[config.mk]
export PLATFORM = sky130hd
export DESIGN_NAME = add_seq_ctrl
export DESIGN_NICKNAME = d
export VERILOG_FILES = /design/src/rtl/add_seq_pkg.sv /design/src/rtl/adder_8bit_cin.sv /design/src/rtl/full_adder.sv /design/src/rtl/add_seq_ctrl.sv
export SDC_FILE = /design/constraint.sdc
export NUM_CORES = 1
export LEC_CHECK = 0
export ABC_AREA = 1
export ABC_CLOCK_PERIOD_IN_PS = 6400
export CAP_MARGIN = 20
export CORE_MARGIN = 4
export CORE_UTILIZATION = 53
export DETAILED_ROUTE_END_ITERATION = 10
export GPL_TIMING_DRIVEN = 0
export PLACE_DENSITY = 0.81
export SYNTH_ARGS = -nofsm -noshare
export SYNTH_HDL_FRONTEND = slang
export SYNTH_HIERARCHICAL = 1
export SYNTH_SLANG_ARGS = --single-unit
[constraint.sdc]
create_clock -name clk -period 6.4 [get_ports clk]
set_input_delay 0.96 -clock clk [delete_from_list [all_inputs] [get_ports clk]]
set_output_delay 0.96 -clock clk [all_outputs]
set_load 0.03 [all_outputs]
[src/rtl/add_seq_pkg.sv]
// Shared encodings for the multi-precision add/subtract sequencer.
package add_seq_pkg;

   typedef enum logic [1:0] {
      ST_IDLE = 2'd0,
      ST_RUN  = 2'd1,
      ST_DONE = 2'd2
   } state_t;

   localparam logic OP_ADD = 1'b0;
   localparam logic OP_SUB = 1'b1;

endpackage

[src/rtl/adder_8bit_cin.sv]
// 8-bit ripple adder built from full_adder cells, with a usable carry-in so
// bytes can be chained across cycles.
module adder_8bit_cin (
   input  logic [7:0] a,
   input  logic [7:0] b,
   input  logic       cin,
   output logic [7:0] sum,
   output logic       cout
);

   logic [8:0] c;

   assign c[0] = cin;
   assign cout = c[8];

   for (genvar i = 0; i < 8; i++) begin : g_bit
      full_adder u_fa (
         .a    (a[i]),
         .b    (b[i]),
         .cin  (c[i]),
         .s    (sum[i]),
         .cout (c[i+1])
      );
   end

endmodule

[src/rtl/full_adder.sv]
// Single-bit full adder cell.
module full_adder (
   input  logic a,
   input  logic b,
   input  logic cin,
   output logic s,
   output logic cout
);

   assign s    = a ^ b ^ cin;
   assign cout = (a & b) | (cin & (a ^ b));

endmodule

[src/rtl/add_seq_ctrl.sv]
// Multi-precision add/subtract sequencer: one shared 8-bit adder is stepped
// LSB byte first, with the inter-byte carry held in carry_q.
//
// state   | meaning
// --------+-------------------------------------------------------------
// IDLE    | waiting for start; operands latched on acceptance
// RUN     | one byte per cycle through the shared adder, idx_q = byte
// DONE    | one-cycle done pulse; sum/cout valid
module add_seq_ctrl
   import add_seq_pkg::*;
#(
   parameter int NBYTES = 4
) (
   input  logic                  clk,
   input  logic                  reset,
   input  logic                  start,
   input  logic                  op,
   input  logic [8*NBYTES-1:0]   a,
   input  logic [8*NBYTES-1:0]   b,
   output logic                  busy,
   output logic                  done,
   output logic [8*NBYTES-1:0]   sum,
   output logic                  cout
);

   localparam int W    = 8 * NBYTES;
   localparam int IDXW = $clog2(NBYTES);

   state_t            state_q, state_d;
   logic [IDXW-1:0]   idx_q;
   logic              carry_q;
   logic              cout_q;
   logic [W-1:0]      a_q, b_q, sum_q;
   logic              load, step, last;
   logic [7:0]        add_sum;
   logic              add_cout;

   assign last = (idx_q == IDXW'(NBYTES - 1));

   always_ff @(posedge clk or posedge reset) begin
      if (reset) state_q <= ST_IDLE;
      else       state_q <= state_d;
   end

   always_comb begin
      state_d = state_q;
      case (state_q)
         ST_IDLE: if (start) state_d = ST_RUN;
         ST_RUN:  if (last)  state_d = ST_DONE;
         ST_DONE:            state_d = ST_IDLE;
         default:            state_d = ST_IDLE;
      endcase
   end

   always_comb begin
      busy = 1'b0;
      done = 1'b0;
      load = 1'b0;
      step = 1'b0;
      case (state_q)
         ST_IDLE: load = start;
         ST_RUN:  begin busy = 1'b1; step = 1'b1; end
         ST_DONE: begin busy = 1'b1; done = 1'b1; end
         default: ;
      endcase
   end

   adder_8bit_cin u_add (
      .a    (a_q[{idx_q, 3'b000} +: 8]),
      .b    (b_q[{idx_q, 3'b000} +: 8]),
      .cin  (carry_q),
      .sum  (add_sum),
      .cout (add_cout)
   );

   // Subtract is A + ~B + 1: B is inverted on load and the +1 is the byte-0 carry-in.
   always_ff @(posedge clk or posedge reset) begin
      if (reset) begin
         a_q     <= '0;
         b_q     <= '0;
         sum_q   <= '0;
         idx_q   <= '0;
         carry_q <= 1'b0;
         cout_q  <= 1'b0;
      end else if (load) begin
         a_q     <= a;
         b_q     <= (op == OP_SUB) ? ~b : b;
         carry_q <= (op == OP_SUB);
         idx_q   <= '0;
      end else if (step) begin
         sum_q[{idx_q, 3'b000} +: 8] <= add_sum;
         carry_q                     <= add_cout;
         if (last) cout_q <= add_cout;
         else      idx_q  <= idx_q + 1'b1;
      end
   end

   assign sum  = sum_q;
   assign cout = cout_q;

endmodule

==> results of run 1 <==
-- metal layers --
| layer | up-vias | track usage [%] | part of all wire, % |
|---|---|---|---|
| met5 | - | 0 | 0 |
| met4 | 0 | 6.57 | 1.8 |
| met3 | 22 | 5.13 | 6.3 |
| met2 | 150 | 39.0 | 49 |
| met1 | 2352 | 28.3 | 43 |
| li1 | 2511 | - | - |
-- flip-flops by register name, summed over array words and instances (netlist names) --
name     count
b_q         32
sum         32
idx_q        2
carry_q      1
state_q      2
cout         1
a_q         32
-- worst max-delay path by stage --
stage | start | to | slack [ps] | depth (start not counted)
after floorplan | idx_q[0]$_DFFE_PP0P_ | sum[15]$_DFFE_PP0P_ | 1870 | 17
after global placement | reset | b_q[10]$_DFFE_PP0N_ | 1460 | 2
after detailed placement | idx_q[0]$_DFFE_PP0P_ | sum[31]$_DFFE_PP0P_ | 1520 | 18
after CTS | idx_q[0]$_DFFE_PP0P_ | sum[15]$_DFFE_PP0P_ | 1490 | 18
after global routing | idx_q[0]$_DFFE_PP0P_ | sum[31]$_DFFE_PP0P_ | 1240 | 17
final | idx_q[0]$_DFFE_PP0P_ | sum[15]$_DFFE_PP0P_ | 1430 | 18
-- through the flow --
| stage | cell area [sq um] | worst slack, ps | std cells |
|---|---|---|---|
| 6_report | 7030 | 1430 | 1025 |
| 5_1_grt | 7030 | 1240 | 1025 |
| 4_1_cts | 7030 | 1490 | 1025 |
| 3_5_place_dp | 6810 | 1520 | 1010 |
| 3_3_place_gp | 6780 | 1460 | 1009 |
| 2_1_floorplan | 5600 | 1870 | 772 |
-- worst min-delay path, cell delays in order, from the launching register on --
cell and delay, ps:
sky130_fd_sc_hd__dfrtp_1 350, sky130_fd_sc_hd__nand2_1 50, sky130_fd_sc_hd__nand2_1 50
-- cells in the mapped netlist --
library cell	n	area (sq um)
sky130_fd_sc_hd__fa_1	8	160
sky130_fd_sc_hd__o21ai_0	6	30.0
sky130_fd_sc_hd__nand2_1	378	1420
sky130_fd_sc_hd__inv_1	100	375
sky130_fd_sc_hd__dfrtp_1	102	2550
sky130_fd_sc_hd__inv_2	2	7.51
sky130_fd_sc_hd__nor2_1	24	90.1
sky130_fd_sc_hd__inv_4	2	12.5
sky130_fd_sc_hd__buf_2	14	70.1
sky130_fd_sc_hd__ha_1	10	125
sky130_fd_sc_hd__buf_6	5	56.3
sky130_fd_sc_hd__nor2_4	4	45.0
sky130_fd_sc_hd__nand2_2	3	18.8
sky130_fd_sc_hd__nand2_4	1	11.3
sky130_fd_sc_hd__o21ai_1	19	95.1
sky130_fd_sc_hd__or2_0	6	37.5
sky130_fd_sc_hd__buf_4	15	113
sky130_fd_sc_hd__nand3_1	63	315
sky130_fd_sc_hd__or2_1	10	62.6
-- final cells by class --
class | count | area share [%]
sequential | 102 | 36.3
multi-input combinational | 532 | 34.3
timing repair buffer | 102 | 14.8
inverter | 104 | 5.66
buffer | 34 | 3.40
tap | 136 | 2.42
clock buffer | 12 | 2.21
clock inverter | 3 | 0.961
-- layout by cell type, fill, tap and decap left out, types with 2 or more instances in the layout --
master / n
sky130_fd_sc_hd__nand2_1: 378
sky130_fd_sc_hd__dfrtp_1: 102
sky130_fd_sc_hd__clkdlybuf4s50_1: 101
sky130_fd_sc_hd__inv_1: 99
sky130_fd_sc_hd__nand3_1: 63
sky130_fd_sc_hd__nor2_1: 24
sky130_fd_sc_hd__o21ai_1: 19
sky130_fd_sc_hd__buf_4: 15
sky130_fd_sc_hd__buf_2: 14
sky130_fd_sc_hd__clkbuf_8: 11
sky130_fd_sc_hd__or2_1: 10
sky130_fd_sc_hd__ha_1: 10
sky130_fd_sc_hd__fa_1: 8
sky130_fd_sc_hd__or2_0: 6
sky130_fd_sc_hd__o21ai_0: 6
sky130_fd_sc_hd__buf_6: 5
sky130_fd_sc_hd__nor2_4: 4
sky130_fd_sc_hd__inv_4: 3
sky130_fd_sc_hd__nand2_2: 3
sky130_fd_sc_hd__inv_2: 2
sky130_fd_sc_hd__bufinv_16: 2
-- cells by family (layout without fill, tap and decap cells) --
group	after synthesis	in the layout	share of synthesized area (%)
DFF	102	102	45.6
and+or+nand+nor	489	489	35.7
buffers and inverters	138	255	11.3
adders and majority gates	18	18	5.10
AOI/OAI and AO/OA	25	25	2.24
-- where the power goes --
| part | internal, mW | leakage (nW) | switching, mW | total (mW) |
|---|---|---|---|---|
| Sequential | 0.906 | 1.31 | 0.127 | 1.03 |
| Clock | 0.240 | 0.109 | 0.212 | 0.452 |
| Combinational | 0.705 | 2.44 | 1.15 | 1.85 |
| Total | 1.85 | 3.85 | 1.48 | 3.34 |
==> results.yml, run 1 <==
worst_hold_path:
  timing.hold.worst_endpoint: "b_q[7]$_DFFE_PP0N_"
  min_delay_path_depth: 2
  hold_start: "b_q[7]$_DFFE_PP0N_"
  hold_path.class: "reg -> reg"
drt:
  dr.pass1.iters: 6
  drt_iter0_drc: 327
  route.antenna.remaining_nets: 0
  routed_via_density: 4.91
  drc: 0
  dr_total_vias: 5035
  routed_wire_length_per_instance_microns: 13.1
  detail_route.wirelength_microns: 13400
clocking:
  post-cts-setup-buffers: 0
  cts_tree: "built"
  post_cts.resized_instances: 0
  clk_root_buffer_cell: "sky130_fd_sc_hd__clkbuf_8"
  cts_made_buffers: 9
  cts.sinks: 102
  htreeDepth: 3
  reg_clk_slew_reported_paths_ps: 90
  cts_hold_buf: 0
  ctsLongestPathBuffers: 2
  clk-insertion-delay-late_ps: 370
power:
  total_leakage_power_nw: 3.85
  ir_worst_vdd_mv: 0.222
  cellPowerDensity_nw_per_um2: 474
  post-layout-total-power_mw: 3.34
setup_path:
  crit_type: "reg -> reg"
  crit-reg2reg-capture: "sum[15]$_DFFE_PP0P_"
  crit_required_ps: 6710
  critPathBufInv: 3
  reg2reg_from: "idx_q[0]$_DFFE_PP0P_"
  cp_cell_sequence: "buf_6, inv_4, buf_4, nand2_1, nand3_1, nand2_1, fa_1, fa_1, fa_1, fa_1, fa_1, fa_1, fa_1, fa_1, nand2_1, nor2_1, nand2_1, nand2_1"
  crit_top_cell: "sky130_fd_sc_hd__fa_1"
  critical-path-slowest-cell: "sky130_fd_sc_hd__fa_1"
  cp-start-kind: "flop"
  cpPeakStageDelay_ps: 530
  top_fanout_value_on_the_critical_path: 12
  crit_path_end_kind: "flop"
  reg2reg_depth: 18
  top_family_by_delay_on_critical_path: "adder cells"
  rrSetupSlack_ps: 1430
  cp_data_arrival_time_ps: 5280
floorplan:
  chipHeight_microns: 111
  rows: 37
  design.core.area_sq_um: 10300
  ios: 103
  horiz_die_dim_microns: 111
  die_area_sq_um: 12300
  start_util_pct: 54.2
timing:
  worst_pin_slew_ps: 545
  grt_setup_unrepaired: "false"
  min_period_over_period_pct: 77.6
  setup_violating_endpoint_count_in_the_final_report: 0
  layout_skew_ps: 12.9
  setup_total_negative_slack_ps: 0
  maxClockFrequency_mhz: 201
  final.min_clock_period_ps: 4970
  timing.final.max_slew_violations: 0
  finalHoldViolations: 0
  holdWs_ps: 483
  maxSlewHeadroom_pct: 63.7
logic_synthesis:
  netlist_instances: 772
  synth.yosys.seq_area_share_pct: 45.6
  avgSynthCellArea_sq_um: 7.25
  area_of_the_mapped_netlist_sq_um: 5600
  synth_fp_nets: 858
  netlist-cell-type-count: 19
  synthesis.yosys.warnings: 6
  synth.ff_latch_count: 102
placed_design:
  numPortBuffers: 101
  dp_hpwl_microns: 10400
  place_congestion: 0.934
global_routing:
  via_count_of_the_first_global_routing_pass: 5043
  gr-usage-all-layers_pct: 22.6
  grt_max_degree: 60
  globalRoute.totalOverflow: 0
  grt_pass1_wl_microns: 23000
  antenna_violations_before_repair: 0
layout:
  final_nets: 971
  fraction_of_the_core_area_covered_by_cells_at_the_end_of_the_flow_pct: 68.1
  layout.area.seq_sq_um: 2550
  syn2layout_area_growth_pct: 25.6
  antennaDiodeCount: 0
  filler_cell_count: 864
  multi_input_comb_area_sq_um: 2410
  post_route_cells_drive_above_1_share_pct: 6.97
flow_run:
  maxCapViolCount: 0
outcome:
  outcome: "finished, final reports clean"
Note: power is estimated with default switching activity, not from simulation.
==> inputs of run 2 (changes only) <==
ABC_CLOCK_PERIOD_IN_PS = 5140   (was 6400)
clock period = 5.14 ns   (was 6.4 ns; I/O delays follow)
==> run 2 against run 1 <==
  * Setup slack worse by 1200 ps
  * Final cell count unchanged
  * Count of clock-buffer cells in the layout unchanged
  * Critical endpoint unchanged
  * Combinational power is 25% higher
  * Power increased by 25%
  * Sequential power up 25%
==> results.yml, run 2 (same netlist as run 1, synthesis figures left out) <==
clocking:
  htreeDepth: 3
  clk-insertion-delay-late_ps: 360
  cts_tree: "built"
  post_cts.resized_instances: 0
  cts_made_buffers: 9
  cts.sinks: 102
  ctsLongestPathBuffers: 2
  post-cts-setup-buffers: 0
  cts_hold_buf: 0
  clk_root_buffer_cell: "sky130_fd_sc_hd__clkbuf_8"
  reg_clk_slew_reported_paths_ps: 90
power:
  total_leakage_power_nw: 3.86
  cellPowerDensity_nw_per_um2: 592
  ir_worst_vdd_mv: 0.280
drt:
  routed_via_density: 4.90
  dr.pass1.iters: 5
  routed_wire_length_per_instance_microns: 13.1
  drc: 0
  route.antenna.remaining_nets: 0
  dr_total_vias: 5024
  detail_route.wirelength_microns: 13400
  drt_iter0_drc: 383
timing:
  holdWs_ps: 484
  timing.final.max_slew_violations: 0
  grt_setup_unrepaired: "false"
  setup_violating_endpoint_count_in_the_final_report: 0
  maxSlewHeadroom_pct: 63.2
  worst_pin_slew_ps: 552
  final.min_clock_period_ps: 4920
  setup_total_negative_slack_ps: 0
  finalHoldViolations: 0
  worst_slack_ps: 223
  maxClockFrequency_mhz: 203
  min_period_over_period_pct: 95.7
  layout_skew_ps: 12.7
worst_hold_path:
  hold_start: "b_q[7]$_DFFE_PP0N_"
  min_delay_path_depth: 2
  timing.hold.worst_endpoint: "b_q[7]$_DFFE_PP0N_"
  hold_path.class: "reg -> reg"
setup_path:
  crit-reg2reg-capture: "sum[15]$_DFFE_PP0P_"
  crit_type: "reg -> reg"
  top_fanout_value_on_the_critical_path: 10
  reg2reg_depth: 17
  reg2reg_from: "idx_q[0]$_DFFE_PP0P_"
  crit_required_ps: 5440
  rrSetupSlack_ps: 220
  crit_path_end_kind: "flop"
  cp-start-kind: "flop"
  cp_data_arrival_time_ps: 5220
layout:
  final_nets: 971
  syn2layout_area_growth_pct: 25.8
  antennaDiodeCount: 0
  post_route_cells_drive_above_1_share_pct: 7.09
  mostFrequentLayoutCells: "sky130_fd_sc_hd__nand2_1 (378), sky130_fd_sc_hd__dfrtp_1 (102), sky130_fd_sc_hd__clkdlybuf4s50_1 (101)"
  layout.cells.most_common: "sky130_fd_sc_hd__nand2_1"
  final_design_area_no_fill_sq_um: 7040
  filler_cell_count: 860
placed_design:
  dp_hpwl_microns: 10400
  numPortBuffers: 101
  placed_area_sq_um: 6810
  place_congestion: 0.934
  place_worst_setup_slack_ps: 263
floorplan:
  start_util_pct: 54.2
  chipHeight_microns: 111
  ios: 103
  horiz_die_dim_microns: 111
  die_area_sq_um: 12300
  design.core.area_sq_um: 10300
  rows: 37
flow_run:
  maxCapViolCount: 0
global_routing:
  grt_pass1_wl_microns: 23000
  antenna_violations_before_repair: 0
  grt_max_degree: 60
  via_count_of_the_first_global_routing_pass: 5043
  gr-usage-all-layers_pct: 22.6
  globalRoute.totalOverflow: 0
outcome:
  outcome: "finished, final reports clean"
## run 2: changes by cell type in the layout (fill, tap and decap cells not counted)
cell and delta:
sky130_fd_sc_hd__buf_6 +1, sky130_fd_sc_hd__nor2_2 +1, sky130_fd_sc_hd__buf_2 -1, sky130_fd_sc_hd__buf_4 -1
sky130_fd_sc_hd__nor2_1 -1, sky130_fd_sc_hd__clkbuf_4 +1
## run 2: critical path: stages (launching register included)
cell,delay [ps]
sky130_fd_sc_hd__dfrtp_1,430
sky130_fd_sc_hd__buf_6,150
sky130_fd_sc_hd__buf_6,130
sky130_fd_sc_hd__or2_1,230
sky130_fd_sc_hd__nand3_1,70
sky130_fd_sc_hd__nand2_1,80
sky130_fd_sc_hd__fa_1,450
sky130_fd_sc_hd__fa_1,390
sky130_fd_sc_hd__fa_1,400
sky130_fd_sc_hd__fa_1,430
sky130_fd_sc_hd__fa_1,400
sky130_fd_sc_hd__fa_1,400
sky130_fd_sc_hd__fa_1,390
sky130_fd_sc_hd__fa_1,530
sky130_fd_sc_hd__nand2_1,100
sky130_fd_sc_hd__nor2_2,120
sky130_fd_sc_hd__nand2_1,70
sky130_fd_sc_hd__nand2_1,70
## run 2: metal layers
metal,vias up,part of all wire (%),track usage [%]
met5,-,0,0
met4,0,1.7,6.57
met3,21,6.1,5.13
met2,154,50,39.0
met1,2334,43,28.3
li1,2515,-,-
## run 2: metrics by stage
stage / std cells / util (%) / power, mW
after floorplan: 772 / - / 2.86
after global placement: 1009 / 65.7 / 3.50
after detailed placement: 1010 / 65.9 / 3.57
after CTS: 1025 / 68.1 / 4.14
after global routing: 1025 / 68.2 / 4.52
final: 1025 / 68.2 / 4.17
## run 2: where the power goes
| group | total, mW | internal, mW | switching [mW] |
|---|---|---|---|
| sequential | 1.29 | 1.13 | 0.157 |
| clock | 0.562 | 0.299 | 0.264 |
| combinational | 2.32 | 0.883 | 1.44 |
| total | 4.17 | 2.31 | 1.86 |
## run 2: cell type report
cell class	instances	area (sq um)	area share, %
well taps	136	170	2.42
plain buffers	34	245	3.48
repair buffers	102	1040	14.8
clock inverters	3	67.6	0.960
flip-flops and latches	102	2550	36.3
clock buffers	12	155	2.20
inverters	104	398	5.65
multi-input cells	532	2410	34.3
## run 2: worst max path at each step
stage | start | to | slack, ps | cells after the start
CTS | idx_q[0]$_DFFE_PP0P_ | sum[15]$_DFFE_PP0P_ | 230 | 18
finish | idx_q[0]$_DFFE_PP0P_ | sum[15]$_DFFE_PP0P_ | 220 | 17
global placement | idx_q[1]$_DFFE_PP0P_ | sum[31]$_DFFE_PP0P_ | 350 | 17
detailed placement | idx_q[0]$_DFFE_PP0P_ | sum[31]$_DFFE_PP0P_ | 260 | 18
floorplan | idx_q[0]$_DFFE_PP0P_ | sum[15]$_DFFE_PP0P_ | 610 | 17
global route | idx_q[0]$_DFFE_PP0P_ | sum[23]$_DFFE_PP0P_ | 30 | 18
==> variant 1, RTL diff (config.mk and constraints of run 1) <==
The 3 states of `state_t` get a one-hot encoding in 3 bits.
--- a/src/rtl/add_seq_pkg.sv
+++ b/src/rtl/add_seq_pkg.sv
@@ -1,10 +1,10 @@
 // Shared encodings for the multi-precision add/subtract sequencer.
 package add_seq_pkg;
 
-   typedef enum logic [1:0] {
-      ST_IDLE = 2'd0,
-      ST_RUN  = 2'd1,
-      ST_DONE = 2'd2
+   typedef enum logic [2:0] {
+      ST_IDLE = 3'b001,
+      ST_RUN  = 3'b010,
+      ST_DONE = 3'b100
    } state_t;
 
    localparam logic OP_ADD = 1'b0;
Formal check against the unedited RTL: no difference found for any inputs over 4 cycles, from zero or initial values and one cycle with reset high; so few cycles prove little.
==> variant 1 against run 1 <==
  * Largest power group unchanged
  * Critical path depth down 2
  * Utilization up 1.0 points
  * Sequential share of layout area up 2.0 points
  * Setup slack worse by 0.15 ns
  * Synthesized area down 5.7%
  * Final area down 4.3%
  * Via count down 14%
  * Clock power up 8.4%
  * Wire length down 6.8%
  * Synthesized cell count down 23%
  * Total power down 4.5%
  * Sequential cell count up 1
==> variant 1: results (changes against run 1) <==
Place
  – Post-detailed-placement half-perimeter wirelength: 9660 µm (was 10,400 µm)
  – Placer Congestion: 0.891 (was 0.934)
  – Placed cell areas: 6480 µm² (was 6810 µm²)
  – IO buf count: 101 (unchanged)

Worst hold path
  – Worst Hold End: sum[19] (was b_q[7])
  – Min-delay src: sum[19] (was b_q[7])
  – Hold Crit Class: reg2reg (unchanged)
  – WHS Path Cells: 2 (unchanged)

CTS
  – CTS HTree Levels: 3 (unchanged)
  – Clock latency on the worst-skew pair: 0.37 ns (about the same)
  – Clock root cell: clkbuf_8 (unchanged)
  – Num CTS Buffers: 9 (unchanged)
  – Clock slew at reported path FFs: 0.10 ns
  – Worst-case clock buffer depth: 2 (unchanged)
  – Cts repair resizes: 0 (unchanged)
  – Setup Fix Bufs, Post-CTS: 0 (unchanged)

Synth
  – Synth warn: 6 (unchanged)
  – Unique masters post-synth: 24 (was 19)
  – Sequential-to-total area share from yosys stat: 0.489 (was 0.456)
  – Top cells by area, synth: dfrtp_1, nand2_1, o21ai_2 (was dfrtp_1, nand2_1, inv_1)
  – Syn nets: 674 (was 858)
  – Top cells by count, synth: nand2_1, dfrtp_1, nor2_1 (was nand2_1, dfrtp_1, inv_1)
  – FFs w/ async S/R, synth: 1.00 (unchanged)

Final layout
  – Antenna diodes: 0 (unchanged)
  – Ratio of cells with drive above 1 in the final layout: 0.138 (was 0.0697)
  – # nets final: 787 (was 971)

Worst setup path
  – Reg-to-Reg End: sum[15] (unchanged)
  – Worst Setup SP: idx_q[1] (was idx_q[0])
  – CP arrival: 5.41 ns (was 5.28 ns)
  – Crit path max-delay cell type: dfrtp_1 (was fa_1)
  – Reg2reg path depth: 16 (was 18)
  – Crit path max fanout: 12 (unchanged)
  – Crit path largest cell delay: 0.54 ns
  – R2r setup slk: 1.28 ns (was 1.43 ns)

Detailed routing
  – DRT Wirelength: 12,500 µm (was 13,400 µm)
  – Count of routing violations after the opening detailed-route iteration: 293 (was 327)
  – Via count: 4,346 (was 5,035)
  – Drt pass-1 iters: 5 (was 6)

Global route
  – Antenna violations before repair: 0 (unchanged)
  – Total track usage: 0.227 (was 0.226)
  – Largest net degree at the start of global routing: 77 (was 60)
  – First-pass GRT wire length: 20,800 µm (was 23,000 µm)

Timing
  – Final setup skew: 0.00876 ns (was 0.0129 ns)
  – Max Slew Vio Count: 0 (unchanged)
  – Max-slew headroom: 0.725 (was 0.637)
  – Hold Slack: 0.490 ns (was 0.483 ns)

Run status
  – Status: complete, no violations (unchanged)

Power
  – Sw power: 0.00139 W (was 0.00148 W)
  – Peak VDD IR: 0.342 mV (was 0.222 mV)
  – Leakage: 3.10 nW (was 3.85 nW)
-- variant 1: cells by family (layout without fill, tap and decap cells) --
group / Yosys count / in the layout / synth area share
buffers and inverters: 60 / 178 / 0.0674
AO/OA/AOI/OAI: 105 / 105 / 0.128
flip-flops: 103 / 103 / 0.489
adder cells (fa/ha/maj): 13 / 13 / 0.0422
XOR/XNOR: 32 / 32 / 0.0531
AND/OR/NAND/NOR: 280 / 280 / 0.220
-- variant 1: how the worst max path moves through the flow --
stage                     cells after the start  endpoint  slack (ns)
after detailed placement                     16   sum[15]        1.36
final                                        16   sum[15]        1.28
after floorplan                              16   sum[31]        1.85
after CTS                                    16   sum[15]        1.32
after global placement                        2   b_q[12]        1.43
after global routing                         16   sum[15]        0.97
-- variant 1: final cells by class --
type                    count  area, µm²
repair buffers            102       1040
flip-flops and latches    103       2580
inverters                  27        104
clock inverters             6        108
fillers                   772       3000
plain buffers              33        254
multi-input cells         430       2340
clock buffers              10        138
well taps                 133        166
-- variant 1: power by group through the flow --
stage	logic [W]	clock network [W]	registers, W
after global placement	0.00158	0	0.00106
after detailed placement	0.00163	0	0.00106
after CTS	0.00164	0.000494	0.00105
after global routing	0.00181	0.000522	0.00108
final	0.00164	0.000490	0.00106
after floorplan	0.00111	0	0.00107
-- variant 1: worst max-delay path, delay by kind of cell (launching register included) --
kind	cells	cell delay [ns]
compound gates	3	0.43
buf+inv	3	0.48
flops	1	0.54
fa+ha+maj	8	3.37
simple gates	2	0.22
-- variant 1: routing by layer --
metal / up-vias / share of wire / GRT usage
met3: 23 / 0.073 / 0.0432
met4: 0 / 0.024 / 0.0839
met2: 175 / 0.49 / 0.370
met1: 2029 / 0.42 / 0.303
li1: 2119 / - / -
met5: - / 0 / 0
-- variant 1: stage by stage --
stage          setup WS, ns  cells
3_3_place_gp           1.43    827
3_5_place_dp           1.36    828
2_1_floorplan          1.85    593
6_report               1.28    844
4_1_cts                1.32    844
5_1_grt               0.970    844
==> variant 2, RTL diff (settings of run 1) <==
Made on the original files. `NBYTES`: 4 -> 8.
--- a/src/rtl/add_seq_ctrl.sv
+++ b/src/rtl/add_seq_ctrl.sv
@@ -9,7 +9,7 @@
 module add_seq_ctrl
    import add_seq_pkg::*;
 #(
-   parameter int NBYTES = 4
+   parameter int NBYTES = 8
 ) (
    input  logic                  clk,
    input  logic                  reset,
Interface: changed (resized a, b and sum); port bits go from 103 to 199. The function was not compared with the original's and may differ.
==> variant 2 against run 1 <==
  * Die area up 78%
  * Wire length rose by 110%
  * Clock power increased by 150%
  * Setup slack worse by 0.62 ns
  * Synthesized area is 85% higher
  * Total power up 120%
  * Synthesized cell count is 70% higher
  * Final area up 89%
  * Sequential cell count grew 97
  * Largest power group unchanged
==> variant 2: results (changes against run 1) <==
Power
  – Peak VDD IR: 0.395 mV (was 0.222 mV)
  – PD cells: 561 nW/µm² (was 474 nW/µm²)
  – Leakage: 6.45 nW (was 3.85 nW)

Final layout
  – Multi-input logic area: 4400 µm² (was 2410 µm²)
  – Multi-input comb cells: 891 (was 532)
  – Data buffer area share: 0.182 (about the same)
  – Fill count: 1,509 (was 864)
  – Non-clock inverter count: 150 (was 104)
  – # nets final: 1,679 (was 971)
  – Non-clk bufs: 268 (was 136)
  – Clock buffers: 18 (was 12)
  – Ratio of cells with drive above 1 in the final layout: 0.0799 (was 0.0697)
  – Sequential standard cell area: 4980 µm² (was 2550 µm²)

Global route
  – Largest net degree at the start of global routing: 125 (was 60)
  – Vias in the first global route: 8,998 (was 5,043)
  – Total track usage: 0.260 (was 0.226)

Detailed routing
  – Via count: 9,189 (was 5,035)
  – Count of routing violations after the opening detailed-route iteration: 769 (was 327)
  – Total length of routed met2 wires: 13,000 µm (was 6610 µm)
  – Met1 WL: 12,100 µm (was 5720 µm)
  – Met3 routed WL: 2130 µm (was 846 µm)
  – Drt pass-1 iters: 5 (was 6)
  – Vias per cell: 5.11 (was 4.91)

Place
  – Post-detailed-placement half-perimeter wirelength: 21,000 µm (was 10,400 µm)
  – Pre-CTS setup slack: 0.910 ns (was 1.52 ns)
  – Placer Congestion: 0.919 (was 0.934)
  – Placed cell areas: 12,700 µm² (was 6810 µm²)
  – Inst Count DP: 1,768 (was 1,010)
  – IO buf count: 197 (was 101)

Synth
  – Syn nets: 1,462 (was 858)
  – #FFs+latches synth: 199 (was 102)
  – Top cells by count, synth: nand2_1, dfrtp_1, inv_1 (unchanged)
  – Syn avg cell area: 7.91 µm² (was 7.25 µm²)
  – Top cells by area, synth: dfrtp_1, nand2_1, o21ai_0 (was dfrtp_1, nand2_1, inv_1)
  – Unique masters post-synth: 30 (was 19)
  – Sequential-to-total area share from yosys stat: 0.481 (was 0.456)

Worst setup path
  – CP arrival: 5.97 ns (was 5.28 ns)

Timing
  – Max Slew Vio Count: 0 (unchanged)
  – Final setup skew: 0.0108 ns (was 0.0129 ns)
  – Max-slew headroom: 0.576 (was 0.637)

Run status
  – Status: complete, no violations (unchanged)

CTS
  – Clock slew at reported path FFs: 0.07 ns (was 0.09 ns)
  – Clock root cell: clkbuf_16 (was clkbuf_8)
  – Clock latency on the worst-skew pair: 0.44 ns (was 0.37 ns)
variant 2: cell count changes in the layout (fill, tap and decap cells not counted), moves of 15 or more:
cell / change
o21ai_0: +130
nand2_1: +122
dfrtp_1: +97
clkdlybuf4s50_1: +96
xnor2_1: +64
inv_1: +41
nand3_1: +27
buf_2: +18
clkbuf_16: +17
nand3_2: +15
variant 2: per-layer routing:
metal  vias up  track usage
li1       4470            -
met1      4273        0.360
met2       392        0.414
met3        54       0.0512
met4         0       0.0834
met5         -            0
variant 2: final timing paths:
check,from,endpoint,slack [ns],cells after the start
worst max-delay path,idx_q[0],sum[47],0.81,19
worst min-delay path,sum[2],sum[2],0.47,2
worst max register to register,idx_q[0],sum[47],0.81,19
worst min register to register,sum[2],sum[2],0.47,2
max in group asynchronous,reset,a_q[40],4.43,3
min in group asynchronous,reset,a_q[8],0.98,2
variant 2: cell families (layout without fill, tap and decap cells):
logic type               after synthesis  count (layout)  synth area share
AND/OR/NAND/NOR                      657             657             0.268
buffers and inverters                220             450            0.0948
flip-flops                           199             199             0.481
AO/OA/AOI/OAI                        150             150            0.0727
XOR/XNOR                              64              64            0.0541
adder cells (fa/ha/maj)               20              20            0.0300
variant 2: critical path, cell delays in order (launching register included):
cell and delay (ns):
dfrtp_1 0.40, buf_6 0.17, clkbuf_1 0.46, nand2_1 0.12, nand3_1 0.12, nand2_1 0.09
nand2_1 0.07, nand2_1 0.09, fa_1 0.45, fa_1 0.40, fa_1 0.40, fa_1 0.40
fa_1 0.40, fa_1 0.39, fa_1 0.39, fa_1 0.63, nand3_1 0.19, nor2_1 0.18
nand3_1 0.10, nand2_1 0.08
variant 2: where the power goes:
part / total, W / switching, W / internal (W)
registers: 0.00215 / 0.000288 / 0.00186
clock network: 0.00111 / 0.000492 / 0.000621
logic: 0.00420 / 0.00272 / 0.00148
